<file path="config.mk">
export PLATFORM = sky130hd
export DESIGN_NAME = dbg_mem_bridge
export DESIGN_NICKNAME = d
export VERILOG_FILES = /design/src/rtl/dbg_pkg.sv /design/src/rtl/dbg_pulse_gen.sv /design/src/rtl/dbg_mem_bridge.sv
export SDC_FILE = /design/constraint.sdc
export NUM_CORES = 1
export LEC_CHECK = 0
export CAP_MARGIN = 20
export CORE_UTILIZATION = 43
export CTS_CLUSTER_SIZE = 20
export DETAILED_ROUTE_END_ITERATION = 10
export GPL_TIMING_DRIVEN = 0
export PLACE_DENSITY = 0.8
export SETUP_SLACK_MARGIN = 0.4
export SYNTH_ARGS = -nofsm -noshare
export SYNTH_HDL_FRONTEND = slang
export SYNTH_SLANG_ARGS = --single-unit
</file>
<file path="constraint.sdc">
create_clock -name clk -period 2.5 [get_ports clk]
set_clock_uncertainty 0.15 [all_clocks]
set_input_delay 0.5 -clock clk [delete_from_list [all_inputs] [get_ports clk]]
set_output_delay 0.5 -clock clk [all_outputs]
set_load 0.1 [all_outputs]
</file>
<file path="src/rtl/dbg_pkg.sv">
// Shared definitions for the debug memory bridge: opcodes, status bit positions, FSM states.
package dbg_pkg;

    localparam logic [7:0] DBGOP_NOOP         = 8'h00;
    localparam logic [7:0] DBGOP_HALT         = 8'h01;
    localparam logic [7:0] DBGOP_RESUME       = 8'h02;
    localparam logic [7:0] DBGOP_RESET        = 8'h03;
    localparam logic [7:0] DBGOP_READ         = 8'h04;
    localparam logic [7:0] DBGOP_WRITE        = 8'h05;
    localparam logic [7:0] DBGOP_CLEAR_STATUS = 8'h08;
    localparam logic [7:0] DBGOP_STORE_ADDR   = 8'h80;
    localparam logic [7:0] DBGOP_STORE_DATA   = 8'h81;
    localparam logic [7:0] DBGOP_SELECT_CHAN  = 8'h82;
    localparam logic [7:0] DBGOP_STORE_FLAGS  = 8'h84;

    localparam int unsigned STAT_HALT     = 0;
    localparam int unsigned STAT_BUSY     = 1;
    localparam int unsigned STAT_OVERRUN  = 2;
    localparam int unsigned STAT_TIMEOUT  = 3;
    localparam int unsigned STAT_BAD_CHAN = 4;
    localparam int unsigned STAT_W        = 8;

    typedef enum logic [1:0] {
        S_IDLE   = 2'd0,
        S_ACCESS = 2'd1,
        S_DONE   = 2'd2
    } dbg_state_e;

endpackage

</file>
<file path="src/rtl/dbg_pulse_gen.sv">
// Registered pulse of programmable length; a new start restarts the count.
module dbg_pulse_gen #(
    parameter int unsigned LEN_W = 4
) (
    input  logic             clk,
    input  logic             rst_p,
    input  logic             start,
    input  logic [LEN_W-1:0] len,
    output logic             pulse
);

    logic [LEN_W-1:0] cnt_q;

    // Pulse stays high while the remaining count is above one.
    always_ff @(posedge clk) begin
        if (rst_p) begin
            cnt_q <= '0;
            pulse <= 1'b0;
        end else if (start) begin
            cnt_q <= len;
            pulse <= (len != '0);
        end else if (cnt_q != '0) begin
            cnt_q <= cnt_q - LEN_W'(1);
            pulse <= (cnt_q != LEN_W'(1));
        end else begin
            pulse <= 1'b0;
        end
    end

endmodule

</file>
<file path="src/rtl/dbg_mem_bridge.sv">
// Executes decoded debug ops: CPU halt/resume/reset and waited memory accesses on NUM_CHAN channels.
module dbg_mem_bridge
    import dbg_pkg::*;
#(
    parameter int unsigned ADDR_W       = 16,
    parameter int unsigned DATA_W       = 32,
    parameter int unsigned NUM_CHAN     = 2,
    parameter int unsigned CHAN_W       = 4,
    parameter int unsigned TIMEOUT      = 255,
    parameter int unsigned RESET_CYCLES = 4,
    parameter int unsigned ADDR_STRIDE  = 1
) (
    input  logic                       clk,
    input  logic                       rst_p,
    input  logic                       op_valid,
    input  logic [7:0]                 op,
    input  logic [DATA_W-1:0]          op_data,
    output logic                       cpu_halt,
    output logic                       cpu_reset,
    output logic [NUM_CHAN-1:0]        mem_req,
    output logic                       mem_we,
    output logic [ADDR_W-1:0]          mem_addr,
    output logic [DATA_W-1:0]          mem_wdata,
    input  logic [NUM_CHAN-1:0]        mem_ack,
    input  logic [NUM_CHAN*DATA_W-1:0] mem_rdata,
    output logic [DATA_W-1:0]          rd_data,
    output logic                       rd_valid,
    output logic [STAT_W-1:0]          status
);

    localparam int unsigned TO_W = $clog2(TIMEOUT + 1);
    localparam int unsigned RC_W = $clog2(RESET_CYCLES + 1);

    dbg_state_e          state_q, state_nxt;
    logic [TO_W-1:0]     to_cnt_q;
    logic [ADDR_W-1:0]   addr_q;
    logic [DATA_W-1:0]   wdata_q;
    logic [CHAN_W-1:0]   chan_q;
    logic                autoinc_q;
    logic                busy_q;
    logic                overrun_q, timeout_q, bad_chan_q;

    logic                ack_sel;
    logic [DATA_W-1:0]   rdata_sel;
    logic [NUM_CHAN-1:0] req_onehot;
    logic                chan_ok;
    logic                op_take, overrun_set, access_done, access_to;
    logic                clear_req, bad_set, reset_start;

    // Channel mux: selected ack, read data and one-hot request.
    always_comb begin
        ack_sel    = 1'b0;
        rdata_sel  = '0;
        req_onehot = '0;
        for (int k = 0; k < NUM_CHAN; k++) begin
            if (chan_q == CHAN_W'(k)) begin
                ack_sel       = mem_ack[k];
                rdata_sel     = mem_rdata[k*DATA_W +: DATA_W];
                req_onehot[k] = 1'b1;
            end
        end
    end

    // Next-state and per-cycle strobes.
    always_comb begin
        state_nxt   = state_q;
        op_take     = 1'b0;
        overrun_set = 1'b0;
        access_done = 1'b0;
        access_to   = 1'b0;
        case (state_q)
            S_IDLE: begin
                if (op_valid) begin
                    op_take = 1'b1;
                    if (op == DBGOP_READ || op == DBGOP_WRITE) begin
                        state_nxt = S_ACCESS;
                    end
                end
            end
            S_ACCESS: begin
                overrun_set = op_valid;
                if (ack_sel) begin
                    access_done = 1'b1;
                    state_nxt   = S_DONE;
                end else if (to_cnt_q == TO_W'(TIMEOUT - 1)) begin
                    access_to = 1'b1;
                    state_nxt = S_DONE;
                end
            end
            S_DONE: begin
                overrun_set = op_valid;
                state_nxt   = S_IDLE;
            end
            default: state_nxt = S_IDLE;
        endcase
    end

    always_comb begin
        chan_ok     = (32'(op_data[CHAN_W-1:0]) < NUM_CHAN);
        clear_req   = op_take && (op == DBGOP_CLEAR_STATUS);
        bad_set     = op_take && (op == DBGOP_SELECT_CHAN) && !chan_ok;
        reset_start = op_take && (op == DBGOP_RESET);
    end

    always_ff @(posedge clk) begin
        if (rst_p) begin
            state_q <= S_IDLE;
        end else begin
            state_q <= state_nxt;
        end
    end

    // Datapath, handshake outputs and sticky flags; setting a flag wins over clearing it.
    always_ff @(posedge clk) begin
        if (rst_p) begin
            to_cnt_q   <= '0;
            addr_q     <= '0;
            wdata_q    <= '0;
            chan_q     <= '0;
            autoinc_q  <= 1'b0;
            busy_q     <= 1'b0;
            cpu_halt   <= 1'b0;
            mem_req    <= '0;
            mem_we     <= 1'b0;
            rd_data    <= '0;
            rd_valid   <= 1'b0;
            overrun_q  <= 1'b0;
            timeout_q  <= 1'b0;
            bad_chan_q <= 1'b0;
        end else begin
            to_cnt_q <= (state_q == S_ACCESS) ? to_cnt_q + TO_W'(1) : '0;
            mem_req  <= (state_nxt == S_ACCESS) ? req_onehot : '0;
            busy_q   <= (state_nxt != S_IDLE);
            rd_valid <= 1'b0;

            if (op_take) begin
                case (op)
                    DBGOP_HALT:        cpu_halt  <= 1'b1;
                    DBGOP_RESUME:      cpu_halt  <= 1'b0;
                    DBGOP_READ:        mem_we    <= 1'b0;
                    DBGOP_WRITE:       mem_we    <= 1'b1;
                    DBGOP_STORE_ADDR:  addr_q    <= op_data[ADDR_W-1:0];
                    DBGOP_STORE_DATA:  wdata_q   <= op_data;
                    DBGOP_STORE_FLAGS: autoinc_q <= op_data[0];
                    DBGOP_SELECT_CHAN: begin
                        if (chan_ok) begin
                            chan_q <= op_data[CHAN_W-1:0];
                        end
                    end
                    default: ;
                endcase
            end

            if (access_done) begin
                if (!mem_we) begin
                    rd_data  <= rdata_sel;
                    rd_valid <= 1'b1;
                end
                if (autoinc_q) begin
                    addr_q <= addr_q + ADDR_W'(ADDR_STRIDE);
                end
            end

            overrun_q  <= (overrun_q  & ~clear_req) | overrun_set;
            timeout_q  <= (timeout_q  & ~clear_req) | access_to;
            bad_chan_q <= (bad_chan_q & ~clear_req) | bad_set;
        end
    end

    dbg_pulse_gen #(
        .LEN_W (RC_W)
    ) u_reset_pulse (
        .clk   (clk),
        .rst_p (rst_p),
        .start (reset_start),
        .len   (RC_W'(RESET_CYCLES)),
        .pulse (cpu_reset)
    );

    assign mem_addr  = addr_q;
    assign mem_wdata = wdata_q;
    assign status    = {3'b000, bad_chan_q, timeout_q, overrun_q, busy_q, cpu_halt};

endmodule

</file>
==> metrics.csv, run 1 <==
stage,metric,value,unit
run_status,outcome,completed,
yosys,synth_ff_type,dfxtp_1,
clock_network,cts_root_buf,clkbuf_16,
worst_setup_path,cp.required,2.58,ns
worst_hold_path,hold_path.startpoint,rd_data[13],
global_routing,grt_antenna_before_repair,0,
yosys,synth_compound_area_frac,0.142,
sta,layout_min_cycle_time,2.15,ns
yosys,seq_area_frac_synth,0.441,
yosys,synth_top_cell_area_share,0.441,
sta,hold_viol_final,0,
yosys,yosys.area.top_type,dfxtp_1,
yosys,synth-simple-area-share,0.251,
sta,grt_setup_unrepaired,yes,
placed_design,place.gp.congestion,0.914,
final_layout,area_growth,61.9,%
clock_network,numCtsBuffers,9,
clock_network,worstSkewPairLatency,0.35,ns
yosys,ys_async_sr_fraction,0,
route,drc,0,
final_layout,n_antenna_cell,0,
route,first_iter_violations,301,
yosys,ys_seq_elements,108,
die,ioPinCount,203,
global_routing,grt.total_usage,0.259,
die,initial_core_util,0.447,
sta,setup-violations-final,0,
die,fp-row-count,38,
yosys,synthCells,594,
global_routing,grt_overflow,0,
run,max_cap_viol_count,0,
sta,final.setup.tns,0,ns
die,core,11000,um2
power_and_ir_drop,ir_drop,0.000344,V
yosys,yosysUniqueCellTypes,52,
worst_setup_path,end_kind,register,
yosys,syn_area,4910,um2
sta,fmax,465,MHz
route,viasPerCell,5.45,
global_routing,grt_max_degree,19,
yosys,yosys_warnings,0,
worst_setup_path,path_class,primary input to register,
global_routing,grt_pass1_vias,5081,
yosys,syn_avg_cell_area,8.26,um2
final_layout,drive_above_1_share,0.280,
worst_setup_path,r2r-start,state_q[1],
worst_setup_path,arrival,2.23,ns
route,wl_per_cell,16.8,um
global_routing,grt_pass1_wl,24000,um
sta,worst_pin_slew,0.581,ns
yosys,synth_enable_flop_cells,0,
clock_network,cts_tree,yes,
worst_setup_path,path_max_fanout,5,
final_layout,final_common_cell,nand2_1,
die,dieArea,11800,um2
yosys,synth_area_leaders,"dfxtp_1 (44%), nand2_1 (8.6%), a21oi_1 (8.6%)",
die,die_h,109,um
sta,whs,0.302,ns
route,ant_nets,0,
final_layout,nNetsFinal,941,
route,dr.pass1.iters,8,
clock_network,cts-hold-fix-buffers,0,
power_and_ir_drop,p_leak,2.85,nW
placed_design,port_buffers,197,
clock_network,htree_levels,3,
route,routed_wl,16300,um
yosys,synth_fa_ha_area_frac,0.0204,
final_layout,final_cell_mix,"nand2_1 (112), clkdlybuf4s50_1 (99), dfxtp_1 (93)",
route,vias,5277,
clock_network,clkTransAtPathRegs,0.08,ns
worst_hold_path,hold_class,register to register,
yosys,synth_xor_area_frac,0.0125,
yosys,synth.mux.area_fraction,0.0816,
sta,period_share,0.859,
placed_design,hpwl,11400,um
sta,slew_viol_final,0,
sta,slew-limit-headroom,0.613,
die,die-width,109,um
worst_setup_path,worstSetupStartpointType,primary input,
clock_network,cts.sinks,108,
yosys,synth_top_family_by_area,simple AND/OR/NAND/NOR gates,
power_and_ir_drop,p_per_area,486,nW/um2
worst_setup_path,critPathLaunch,op[3],
clock_network,clockBufferDepth,2,
-- per-stage QoR --
stage	cells	total power [W]	util	area (um2)	worst slack [ns]
final	969	0.00386	0.723	7940	0.351
after global routing	969	0.00397	0.723	7940	0.272
after CTS	961	0.00385	0.706	7750	0.400
after detailed placement	933	0.00232	0.644	7080	-0.387
after global placement	933	0.00230	0.644	7080	-0.375
after floorplan	596	0.00208	-	4930	0.462
-- Yosys cell counts (2+ instances only) --
cell	number
nand2_1	113
nor4_1	4
xor2_1	5
o21ai_0	2
o21bai_1	2
mux2_2	32
nand3_1	41
and2_1	5
nand4_1	8
clkbuf_1	29
a21oi_1	84
or3b_1	3
a211oi_1	2
a311oi_1	3
and4_1	2
o21ai_1	11
nor4b_1	2
xnor2_1	2
nand4b_1	3
o31ai_1	2
ha_1	8
inv_1	6
a31oi_1	7
a41oi_1	2
and4b_1	2
and3_1	7
nor3_1	10
nor2_1	35
buf_4	8
dfxtp_1	108
mux2i_1	4
nor2b_1	6
buf_2	12
or3_1	3
nand2b_1	4
-- metal layers --
| layer | share of wire | GRT usage |
|---|---|---|
| met1 | 0.38 | 0.280 |
| met2 | 0.52 | 0.487 |
| met3 | 0.083 | 0.0669 |
| met4 | 0.020 | 0.0849 |
| met5 | 0 | 0 |
-- area by class of cell --
type | instances | area [um2]
inverter | 6 | 22.5
timing repair buffer | 217 | 2270
multi-input combinational | 433 | 2640
fill | 832 | 3040
tap | 140 | 175
buffer | 49 | 330
clock buffer | 9 | 225
clock inverter | 7 | 98.8
sequential | 108 | 2180
-- kinds of logic (layout without fill, tap and decap cells) --
logic type                 Yosys count  count (layout)
muxes                               36              36
xor gates and xnor gates             7               7
other                                1               3
and+or+nand+nor                    255             255
buffers and inverters               55             288
AOI/OAI and AO/OA                  124             124
adders and majority gates            8               8
DFF                                108             108
-- power by group --
part	total [W]	internal (W)	switching (W)
registers	0.00176	0.00175	0.0000167
clock network	0.00157	0.000884	0.000685
logic	0.000530	0.000261	0.000269
total	0.00386	0.00289	0.000970
-- final timing paths --
check                        to  slack (ns)  cells after the start
hold reg to reg     rd_data[13]        0.30                      2
setup reg to reg  mem_wdata[22]        0.40                     10
hold / removal      rd_data[13]        0.30                      2
setup / recovery    mem_addr[5]        0.35                      6
-- flip-flops by register name, summed over array words and instances, names as in the netlist --
| signal | flops |
|---|---|
| mem_wdata | 32 |
| rd_valid | 1 |
| mem_we | 1 |
| chan_q | 4 |
| u_reset_pulse.pulse | 1 |
| bad_chan_q | 1 |
| mem_req | 2 |
| cpu_halt | 1 |
| rd_data | 32 |
| timeout_q | 1 |
| state_q | 2 |
| autoinc_q | 1 |
| overrun_q | 1 |
| mem_addr | 16 |
| u_reset_pulse.cnt_q | 3 |
| busy_q | 1 |
| to_cnt_q | 8 |
-- timing repair --
action | CTS | global route
cloned | 4 | 2
resized for setup | 325 | 38
buffers inserted | 8 | 6
pin swaps | 6 | 5
setup endpoints to repair | 179 | 80
-- critical path, cell delays in order --
cell and delay, ns:
clkdlybuf4s50_1 0.52, nor2_2 0.26, nand4_1 0.24, nor2_2 0.24, a311oi_1 0.08, a2111oi_1 0.39
(Power assumes the default switching activity.)
==> run 2: changes to the inputs <==
--- a/config.mk
+++ b/config.mk
@@ -9,8 +9,10 @@
 export CORE_UTILIZATION = 43
 export CTS_CLUSTER_SIZE = 20
 export DETAILED_ROUTE_END_ITERATION = 10
+export GPL_ROUTABILITY_DRIVEN = 0
 export GPL_TIMING_DRIVEN = 0
 export PLACE_DENSITY = 0.8
+export RECOVER_POWER = 50
 export SETUP_SLACK_MARGIN = 0.4
 export SYNTH_ARGS = -nofsm -noshare
 export SYNTH_HDL_FRONTEND = slang
==> run 2 against run 1 <==
  * Count of clock-buffer cells in the layout unchanged
  * Register-to-register slack got worse by 0.10 ns
  * Global-route usage did not move
  * Via count grew 0.19%
  * Clock power hardly changed
  * Cell count is the same
  * Utilization fell by 5.6 points
  * Design area decreased by 7.7%
  * Critical path depth is 4 lower
==> metrics.csv, run 2 (synthesis results as in run 1) <==
stage,metric,value,unit,change
clock_network,cts-hold-fix-buffers,0,,unchanged
worst_setup_path,worstSetupStartpointType,register,,was primary input
power_and_ir_drop,power_frac_comb,0.135,,was 0.137
run_status,outcome,completed,,unchanged
final_layout,final_common_cell,nand2_1,,unchanged
power_and_ir_drop,p_int,0.00288,W,was 0.00289 W
final_layout,area_growth,49.4,%,was 61.9%
global_routing,grt_pass1_vias,5081,,unchanged
die,die_h,109,um,unchanged
sta,hold_viol_final,0,,unchanged
sta,setup_ws,0.229,ns,was 0.351 ns
worst_setup_path,slowest_delay,0.86,ns,was 0.52 ns
clock_network,clockBufferDepth,2,,unchanged
global_routing,grt_pass1_wl,24000,um,unchanged
worst_hold_path,hold_path.startpoint,rd_data[13],,unchanged
die,die-width,109,um,unchanged
sta,whs,0.303,ns,was 0.302 ns
run,max_cap_viol_count,0,,unchanged
power_and_ir_drop,p_total,0.00385,W,was 0.00386 W
worst_setup_path,path_cells,buf_4 -> clkbuf_1,,was clkdlybuf4s50_1 -> nor2_2 -> nand4_1 -> nor2_2 -> a311oi_1 -> a2111oi_1
sta,period_share,0.909,,was 0.859
worst_setup_path,critPathLaunch,busy_q,,was op[3]
sta,fmax,440,MHz,was 465 MHz
route,first_iter_violations,302,,was 301
clock_network,cts_tree,yes,,unchanged
global_routing,grt_antenna_before_repair,0,,unchanged
die,ioPinCount,203,,unchanged
route,viasPerCell,5.46,,was 5.45
global_routing,grt.total_usage,0.259,,unchanged
route,drc,0,,unchanged
final_layout,n_fill_cell,942,,was 832
route,ant_nets,0,,unchanged
placed_design,place_inst,933,,unchanged
route,dr.pass1.iters,5,,was 8
final_layout,n_antenna_cell,0,,unchanged
clock_network,cts.sinks,108,,unchanged
placed_design,hpwl,11400,um,unchanged
power_and_ir_drop,p_leak,2.64,nW,was 2.85 nW
final_layout,instances_no_fill,969,,unchanged
clock_network,numCtsBuffers,9,,unchanged
clock_network,htree_levels,3,,unchanged
worst_setup_path,path_max_fanout,1,,was 5
die,dieArea,11800,um2,unchanged
final_layout,final_cell_mix,"nand2_1 (112), clkbuf_1 (99), clkdlybuf4s50_1 (99)",,"was nand2_1 (112), clkdlybuf4s50_1 (99), dfxtp_1 (93)"
worst_setup_path,arrival,1.62,ns,was 2.23 ns
route,routed_wl,16300,um,about the same
power_and_ir_drop,ir_drop,0.000342,V,was 0.000344 V
final_layout,drive_above_1_share,0.179,,was 0.280
power_and_ir_drop,p_sw_frac,0.251,,about the same
worst_hold_path,hold_class,register to register,,unchanged
die,core,11000,um2,unchanged
die,fp-row-count,38,,unchanged
worst_setup_path,path_class,register to output pin,,was primary input to register
sta,slew-limit-headroom,0.181,,was 0.613
sta,slew_viol_final,0,,unchanged
sta,setup-violations-final,0,,unchanged
worst_setup_path,r2r-start,state_q[1],,unchanged
route,wl_per_cell,16.8,um,about the same
power_and_ir_drop,p_per_area,525,nW/um2,was 486 nW/um2
worst_setup_path,path_buf_inv,2,,was 1
global_routing,grt_max_degree,19,,unchanged
worst_setup_path,cp.required,1.85,ns,was 2.58 ns
power_and_ir_drop,pwr-share-seq,0.458,,was 0.457
worst_setup_path,end_kind,output pin,,was register
power_and_ir_drop,switchingPower,0.000966,W,was 0.000970 W
clock_network,worstSkewPairLatency,0.35,ns,about the same
placed_design,post-place-ws,-0.387,ns,unchanged
sta,grt_setup_unrepaired,yes,,unchanged
final_layout,nNetsFinal,941,,unchanged
worst_setup_path,slowest_stage,clkbuf_1,,was clkdlybuf4s50_1
sta,layout_min_cycle_time,2.27,ns,was 2.15 ns
worst_setup_path,cp_top_family,buffers and inverters,,was simple AND/OR/NAND/NOR gates
placed_design,port_buffers,197,,unchanged
sta,worst_pin_slew,1.23,ns,was 0.581 ns
route,vias,5287,,"was 5,277"
global_routing,grt_overflow,0,,unchanged
die,initial_core_util,0.447,,unchanged
clock_network,clkTransAtPathRegs,0.07,ns,was 0.08 ns
clock_network,cts_root_buf,clkbuf_16,,unchanged
power_and_ir_drop,clkPwrFrac,0.407,,was 0.406
run 2: cell type report:
cell class | count | area (um2) | area share
inverter | 6 | 22.5 | 0.00307
buffer | 49 | 322 | 0.0439
sequential | 108 | 2180 | 0.298
multi-input combinational | 433 | 2620 | 0.358
clock buffer | 9 | 225 | 0.0307
clock inverter | 7 | 98.8 | 0.0135
tap | 140 | 175 | 0.0239
timing repair buffer | 217 | 1680 | 0.230
run 2: repair_timing:
item	4_1_cts	5_1_grt
pin swaps	6	5
setup endpoints to repair	179	80
gates resized for setup	325	38
cloned	4	2
buffers inserted	8	6
run 2: layer usage:
metal | global-route usage | vias up | share of wire
li1 | - | 2512 | -
met3 | 0.0669 | 29 | 0.085
met1 | 0.280 | 2494 | 0.38
met5 | 0 | - | 0
met4 | 0.0849 | 0 | 0.018
met2 | 0.487 | 252 | 0.52
run 2: power by group through the flow:
stage | sequential [W] | combinational [W] | clock [W]
6_report | 0.00176 | 0.000521 | 0.00157
5_1_grt | 0.00177 | 0.000555 | 0.00164
3_3_place_gp | 0.00180 | 0.000500 | 0
4_1_cts | 0.00177 | 0.000522 | 0.00156
3_5_place_dp | 0.00181 | 0.000516 | 0
2_1_floorplan | 0.00187 | 0.000203 | 0
run 2: tightest hold or removal path, cell delays in order, from the launching register on:
cell and delay (ns):
dfxtp_1 0.31, nand2_1 0.05, a21oi_1 0.05
run 2: worst paths after layout:
path	end	slack (ns)	cells after the start
setup reg to reg	rd_data[2]	0.30	9
hold reg to reg	rd_data[13]	0.30	2
setup / recovery	status[1]	0.23	2
hold / removal	rd_data[13]	0.30	2
run 2: through the flow:
step	util	area, um2	setup TNS, ns
final	0.668	7330	0
after CTS	0.706	7750	0
after detailed placement	0.644	7080	-18.12
after global placement	0.644	7080	-16.75
after floorplan	-	4930	0
after global routing	0.668	7330	0
